`src/rtl/if_resp_tracker.sv`:
```
// Instruction-fetch response tracker: pairs in-order icache responses with request PCs,
// discards responses of flushed requests and buffers live responses while decode stalls.
module if_resp_tracker #(
  parameter int MAX_OUTSTANDING = 4,
  parameter int FETCH_WIDTH     = 2,
  parameter int PC_WIDTH        = 32
) (
  input  logic                               clk,
  input  logic                               rst_n,
  input  logic                               req_fire_i,
  input  logic [PC_WIDTH-1:0]                req_pc_i,
  output logic                               req_allow_o,
  input  logic                               flush_i,
  input  logic                               data_ok_i,
  input  logic [32*FETCH_WIDTH-1:0]          rdata_i,
  input  logic                               next_allowin_i,
  output logic                               out_valid_o,
  output logic [PC_WIDTH-1:0]                out_pc_o,
  output logic [32*FETCH_WIDTH-1:0]          out_inst_o,
  output logic [$clog2(MAX_OUTSTANDING):0]   inflight_o,
  output logic                               error_o
);

  localparam int AW = $clog2(MAX_OUTSTANDING);
  localparam int CW = AW + 1;
  localparam int DW = 32 * FETCH_WIDTH;
  localparam logic [CW-1:0] DEPTH = CW'(MAX_OUTSTANDING);

  logic [PC_WIDTH-1:0] r_pcMem   [MAX_OUTSTANDING];
  logic [PC_WIDTH-1:0] r_fifoPc  [MAX_OUTSTANDING];
  logic [DW-1:0]       r_fifoInst[MAX_OUTSTANDING];
  logic [AW-1:0]       r_qHead, r_qTail, r_fHead, r_fTail;
  logic [CW-1:0]       r_qCnt, r_cancelCnt, r_fCnt;
  logic                r_error;

  logic          w_qEmpty, w_qFull, w_qPop, w_qPush;
  logic          w_live, w_fEmpty, w_fFull, w_bypass, w_fPush, w_fWrite, w_fPop;
  logic          w_outValid, w_overflow, w_allow;
  logic [CW-1:0] w_qCntNext;

  assign w_qEmpty   = (r_qCnt == '0);
  assign w_qFull    = (r_qCnt == DEPTH);
  assign w_fEmpty   = (r_fCnt == '0);
  assign w_fFull    = (r_fCnt == DEPTH);
  assign w_allow    = ({1'b0, r_qCnt} + {1'b0, r_fCnt}) < {1'b0, DEPTH};
  assign w_qPop     = data_ok_i && !w_qEmpty;
  assign w_qPush    = req_fire_i && (!w_qFull || w_qPop);
  // A response is live only if no older cancelled entries remain and no flush kills it now.
  assign w_live     = w_qPop && (r_cancelCnt == '0) && !flush_i;
  assign w_bypass   = w_live && w_fEmpty && next_allowin_i;
  assign w_fPush    = w_live && !w_bypass;
  assign w_outValid = !flush_i && (!w_fEmpty || w_live);
  assign w_fPop     = w_outValid && next_allowin_i && !w_fEmpty;
  assign w_overflow = w_fPush && w_fFull && !w_fPop;
  assign w_fWrite   = w_fPush && !w_overflow;
  assign w_qCntNext = r_qCnt + CW'(w_qPush) - CW'(w_qPop);

  always_comb begin
    out_valid_o = 1'b0;
    out_pc_o    = '0;
    out_inst_o  = '0;
    if (w_outValid) begin
      out_valid_o = 1'b1;
      if (!w_fEmpty) begin
        out_pc_o   = r_fifoPc[r_fHead];
        out_inst_o = r_fifoInst[r_fHead];
      end else begin
        out_pc_o   = r_pcMem[r_qHead];
        out_inst_o = rdata_i;
      end
    end
  end

  assign req_allow_o = w_allow;
  assign inflight_o  = r_qCnt;
  assign error_o     = r_error;

  always_ff @(posedge clk) begin
    if (w_qPush) r_pcMem[r_qTail] <= req_pc_i;
    if (w_fWrite) begin
      r_fifoPc[r_fTail]   <= r_pcMem[r_qHead];
      r_fifoInst[r_fTail] <= rdata_i;
    end
  end

  always_ff @(posedge clk) begin
    if (!rst_n) begin
      r_qHead     <= '0;
      r_qTail     <= '0;
      r_qCnt      <= '0;
      r_cancelCnt <= '0;
      r_fHead     <= '0;
      r_fTail     <= '0;
      r_fCnt      <= '0;
      r_error     <= 1'b0;
    end else begin
      if (w_qPop)  r_qHead <= r_qHead + 1'b1;
      if (w_qPush) r_qTail <= r_qTail + 1'b1;
      r_qCnt <= w_qCntNext;
      // On flush every entry still queued after this cycle belongs to the dead path.
      if (flush_i)
        r_cancelCnt <= w_qCntNext;
      else if (w_qPop && (r_cancelCnt != '0))
        r_cancelCnt <= r_cancelCnt - 1'b1;
      if (flush_i) begin
        r_fHead <= '0;
        r_fTail <= '0;
        r_fCnt  <= '0;
      end else begin
        if (w_fPop)   r_fHead <= r_fHead + 1'b1;
        if (w_fWrite) r_fTail <= r_fTail + 1'b1;
        r_fCnt <= r_fCnt + CW'(w_fWrite) - CW'(w_fPop);
      end
      if ((data_ok_i && w_qEmpty) || (req_fire_i && !w_allow) || w_overflow)
        r_error <= 1'b1;
    end
  end

endmodule
```
`config.mk`:
```
export PLATFORM = sky130hd
export DESIGN_NAME = if_resp_tracker
export DESIGN_NICKNAME = d
export VERILOG_FILES = /design/src/rtl/if_resp_tracker.sv
export SDC_FILE = /design/constraint.sdc
export NUM_CORES = 1
export LEC_CHECK = 0
export CAP_MARGIN = 0
export CORE_MARGIN = 1
export CORE_UTILIZATION = 57
export DETAILED_ROUTE_END_ITERATION = 10
export PLACE_DENSITY = 0.86
export SETUP_SLACK_MARGIN = 0.3
export SYNTH_ARGS = -nofsm -noshare
export SYNTH_HDL_FRONTEND = slang
export SYNTH_SLANG_ARGS = --single-unit
```
`constraint.sdc`:
```
create_clock -name clk -period 5.2 [get_ports clk]
set_clock_uncertainty 0.1 [all_clocks]
set_input_delay 0.52 -clock clk [delete_from_list [all_inputs] [get_ports clk]]
set_output_delay 0.52 -clock clk [all_outputs]
set_load 0.02 [all_outputs]
```
After elaboration in Yosys (flattened, before gate mapping)
Memory sizes are Yosys's and may differ from the RTL's. A register that Yosys moved wholly into a read port is not among the register bits.
Cells that the tools add are included.
- reduce and logical (&&, ||, !) cells: 34
- eq/ne operators: 2
- add/subtract/negate cells: 10
- bitwise logic cells: 1
- mux-type cells: 17
- shifts and indexed selects: 0
- divide/modulo/power cells: 0
- multipliers: 0
- magnitude comparators: 1
- operators by type and width (kind ; count):
    2-to-1 mux 64 bit ; 2
    2-to-1 mux 32 bit ; 2
    logical AND 1 bit ; 16
    2-to-1 mux 2 bit ; 6
    logical NOT 3 bit ; 3
    adder 2 x 1 -> 2 bit (second input constant) ; 4
    logical NOT 1 bit ; 8
    adder 3 x 1 -> 3 bit ; 2
    == test 3 bit (second input constant) ; 2
    2-to-1 mux 3 bit ; 2
    subtractor 3 x 1 -> 3 bit ; 2
    2-to-1 mux 1 bit ; 5
    adder 3 x 3 -> 4 bit ; 1
    logical OR 1 bit ; 4
    less-than comparator 4 x 3 -> 1 bit (second input constant) ; 1
    nonzero test 3 bit ; 1
    subtractor 3 x 1 -> 3 bit (second input constant) ; 1
    nonzero test 2 bit ; 1
    OR reduction 2 bit ; 1
    NOT 1 bit ; 1
- memories kept: 3
- bits in read-only memories: 0
- latch bits: 0
- word-level logic and storage cells: 76
- memory bits (writable): 512
- register bits: 18
- memory list (name ; words ; bits a word ; rd ports ; clocked after memory_dff ; write ports ; RTL line ; RTL):
    r_fifoInst ; 4 ; 64 ; 1 ; 1 ; 1 ; 31 ; logic [DW-1:0] r_fifoInst[MAX_OUTSTANDING];
    r_fifoPc ; 4 ; 32 ; 1 ; 1 ; 1 ; 30 ; logic [PC_WIDTH-1:0] r_fifoPc [MAX_OUTSTANDING];
    r_pcMem ; 4 ; 32 ; 1 ; 1 ; 1 ; 29 ; logic [PC_WIDTH-1:0] r_pcMem [MAX_OUTSTANDING];

Longest topological paths before layout
- word-level depth: 15
- depth in mapped cells: 12
- mapped depth without buffers: 12

Worst setup path after synthesis
No wires, ideal clock.
- path type: input -> register
- from: in next_allowin_i
- to: mem r_fifoInst[0][0] (netlist bit) (enable)
- path slack: 1.188 ns
- stages on the path: 3
- data arrival time: 3.446 ns
- cells stage by stage: xor2_1 > a2111oi_4 > and2_1
- longest elaborated chain between the ends: 9
- elaborated cells on any way between the ends: 12
- RTL lines (item ; RTL line ; RTL):
    start, declared ; 16 ; input logic next_allowin_i,
    logical AND 1 bit ; 50 ; assign w_bypass = w_live && w_fEmpty && next_allowin_i;
    logical NOT 1 bit ; 51 ; assign w_fPush = w_live && !w_bypass;
    logical AND 1 bit ; 51 ;
    logical AND 1 bit (2 in a row) ; 54 ; assign w_overflow = w_fPush && w_fFull && !w_fPop;
    logical NOT 1 bit ; 55 ; assign w_fWrite = w_fPush && !w_overflow;
    logical AND 1 bit (*) ; 55 ;
    2-to-1 mux 1 bit (*) ; 80 ; if (w_fWrite) begin
    2-to-1 mux 1 bit (implied by the code) (*) ; 82 ; r_fifoInst[r_fTail] <= rdata_i;
    end, declared ; 31 ;
Mark *: on every way between the ends. The rest lies on a longest branch, timed or not.

Worst setup path after layout
- from: reg r_cancelCnt[0]
- to: out out_pc_o[16]
- longest elaborated chain between the ends: 6
- RTL lines (item ; RTL line ; RTL):
    start, declared ; 33 ; logic [CW-1:0] r_qCnt, r_cancelCnt, r_fCnt;
    start signal, assigned ; 102 ; r_cancelCnt <= w_qCntNext;
    start signal, assigned ; 104 ; r_cancelCnt <= r_cancelCnt - 1'b1;
    logical NOT 3 bit ; 49 ; assign w_live = w_qPop && (r_cancelCnt == '0) && !flush_i;
    logical AND 1 bit (2 in a row) ; 49 ;
    logical OR 1 bit ; 52 ; assign w_outValid = !flush_i && (!w_fEmpty || w_live);
    logical AND 1 bit ; 52 ;
    2-to-1 mux 32 bit ; 62 ; if (w_outValid) begin
    end, declared ; 18 ; output logic [PC_WIDTH-1:0] out_pc_o,
No other way between the ends.

==> results.toml <==
[status]
status = "complete, no violations"

[worst_hold_path]
min_path_type = "reg -> reg"

[die]
initial_core_util_pct = 57.7
core-area_sq_mm = 0.0365
die_height_um = 194
die_area_sq_mm = 0.0378
die_x_um = 194
rows = 70
io_pins = 204

[sta]
slew_violations = 0
worstMarginPinSlew_ps = 972
period_share_pct = 77.9
period_minus_slack_ps = 4050
rsz0062_at_grt = "false"
max_freq_mhz = 247
tns_ps = 0
setup_violations = 0
hold_violations = 0
relSlewSlack_pct = 35.2

[routing]
ant_nets = 0
vias = 10708
routed_wl_um = 42700
drc = 0
routedWlPerCell_um = 24.1
firstDrtPassIters = 5
drt_iter0_markers = 843
viasPerCell = 6.06

[yosys]
synthTopCellsByArea = "edfxtp_1 73%, mux4_2 14%, nand2_1 2.4%"
yosysMostFrequentCell = "edfxtp_1"
syn_area_per_cell_sq_um = 20.1
synth-edff-count = 512
ys_top_cells_by_count = "512 x edfxtp_1, 135 x nand2_1, 128 x mux4_2"
syn-cell-area_sq_mm = 0.0211
synth-seq-cells = 534
yosysTopAreaCellShare_pct = 72.9
yosysWarnings = 0
synth_nets = 1170
synthCells = 1051
yosysTopAreaCell = "edfxtp_1"
ys_types = 40
synth_ff_type = "edfxtp_1"
seq_area_frac_synth_pct = 75.0
async_flop_share_pct = 0

[clock_tree]
ctsHtreeMaxLevel = 2
cts.path.max_buffers = 3
post_cts_resized = 0
cts_tree = "done"
cts.clk_slew.worst_paths_ps = 60
clock_sink_count = 534
clkLatencyLatePin_ps = 580
ctsHoldBuffers = 0
cts-buffers-inserted = 51
cts_setup_buffers = 0
cts_root_buf = "clkbuf_16"

[grt]
grt_pass1_vias = 11198
grt_max_degree = 66
antenna_found_initial = 0
gr-total-overflow = 0
grt_pass1_wl_um = 65600
grt_usage_pct = 23.2

[final_layout]
fin_cells = 1768
fillCellCount = 2221
antenna_cells = 0
layout-drive-gt1-share_pct = 21.3
nNetsFinal = 1381
synthToLayoutAreaGrowth_pct = 19.9

[power]
p_sw_mw = 2.49
power_mw = 10.4
p_sw_share_pct = 23.9
combPwrFrac_pct = 14.8
pwr-share-seq_pct = 49.6
ir_drop_mv = 0.395
p_int_mw = 7.90
leakagePower_nw = 7.94
p_clk_share_pct = 35.5
power_density_mw_per_mm2 = 411

[setup_path]
critPathCaptureType = "output pin"
worst-endpoint-required_ps = 4580
critPathTopFamily = "simple AND/OR/NAND/NOR gates"
path_class = "reg -> out"
critPathBufInv = 2
worst-path-max-fanout = 32
max_stage_delay_ps = 740
critPathArrivalTime_ps = 3430
worst_path_max_delay_cell = "nor2_4"
start_kind = "flip-flop"
crit_chain = "inv_1 > ha_1 > nand2b_1 > or3_4 > nor2_4 > a22o_1 > clkdlybuf4s50_1"

[placed_design]
dp_hpwl_um = 24700
port_buffers = 203
gp_congestion = 0.789
dp.cells = 1677

[run]
maxCapViolations = 0
## metrics by stage
step / util [%] / cell area, sq um / setup WS (ps) / hold WS, ps
floorplan: - / 21100 / 1190 / 385
detailed placement: 64.7 / 23600 / 1260 / 424
global placement: 64.7 / 23600 / 1380 / 404
CTS: 69.2 / 25300 / 1140 / 440
global route: 69.2 / 25300 / 1040 / 451
finish: 69.2 / 25300 / 1150 / 431
## path summary, 6_finish.rpt
| kind | from | endpoint | slack (ps) | cells past startpoint |
|---|---|---|---|---|
| min reg2reg | r_fHead[1] | r_fHead[1] | 430 | 2 |
| max reg2reg | inflight_o[2] | r_cancelCnt[2] | 2270 | 12 |
| max | r_cancelCnt[0] | out_pc_o[16] | 1150 | 7 |
| min | r_fHead[1] | r_fHead[1] | 430 | 2 |
## layer usage
metal / vias to the layer above / track usage [%] / part of all wire (%)
met1: 5532 / 30.5 / 39
li1: 4660 / - / -
met4: 0 / 7.32 / 2.2
met5: - / 0 / 0
met3: 63 / 4.89 / 7.7
met2: 453 / 39.4 / 52
## sequential cells by signal (all words and copies together), names as in the netlist, named ones only
signal and cells:
error_o 1, inflight_o 3, r_cancelCnt 3, r_fCnt 3, r_fHead 2, r_fTail 2
r_fifoInst 256, r_fifoPc 128, r_pcMem 128, r_qHead 2, r_qTail 2
## power groups by stage
stage / Sequential [mW] / Clock [mW] / Combinational (mW)
floorplan: 5.19 / 0 / 0.973
global placement: 5.24 / 0 / 1.50
detailed placement: 5.25 / 0 / 1.54
CTS: 5.16 / 3.74 / 1.56
global route: 5.18 / 3.91 / 1.65
finish: 5.16 / 3.69 / 1.54
## placed cells by master (no fill, tap or decap), types with 2 or more instances in the layout
cell type and n:
and2_4 4, clkdlybuf4s50_1 203, dfxtp_2 2, nand3_1 3, a22o_1 32, xor2_1 3, buf_4 6, o21ai_0 2
nor2_1 8, fa_1 2, and2_1 10, clkinvlp_4 3, mux2i_1 2, buf_12 7, bufinv_16 8, nand2_1 135
clkbuf_1 9, nor2b_1 3, ha_1 15, edfxtp_1 512, dfxtp_1 18, xnor2_1 9, nor2_4 2, clkinv_1 16
mux4_2 128, a21oi_2 49, clkbuf_16 51, clkinv_2 2, dfxtp_4 2, inv_1 14, and2_2 4, a21oi_1 17
## cells by family after synthesis
kind of cell / count (synthesis) / share of synthesized area (%)
xor+xnor: 12 / 0.499
flops: 534 / 75.0
mux: 130 / 13.8
compound gates: 109 / 4.35
fa+ha+maj: 17 / 1.08
buf+inv: 72 / 1.74
simple gates: 177 / 3.55
## worst reg2reg max path, delay by kind of cell (launching register included)
family	cells	cell delay (ps)
buffers and inverters	4	290
AOI/OAI and AO/OA	2	670
adders and majority gates	3	770
xor gates and xnor gates	2	310
DFF	1	490
and+or+nand+nor	1	180
## final cells by class
type	count	area, sq um	area share [%]
clock buffers	60	1310	5.18
well taps	468	586	2.32
flip-flops and latches	534	15800	62.6
repair buffers	216	2220	8.77
inverters	14	52.6	0.208
multi-input cells	445	4940	19.5
clock inverters	31	350	1.39
No activity file was read; power rests on OpenSTA's default activity.
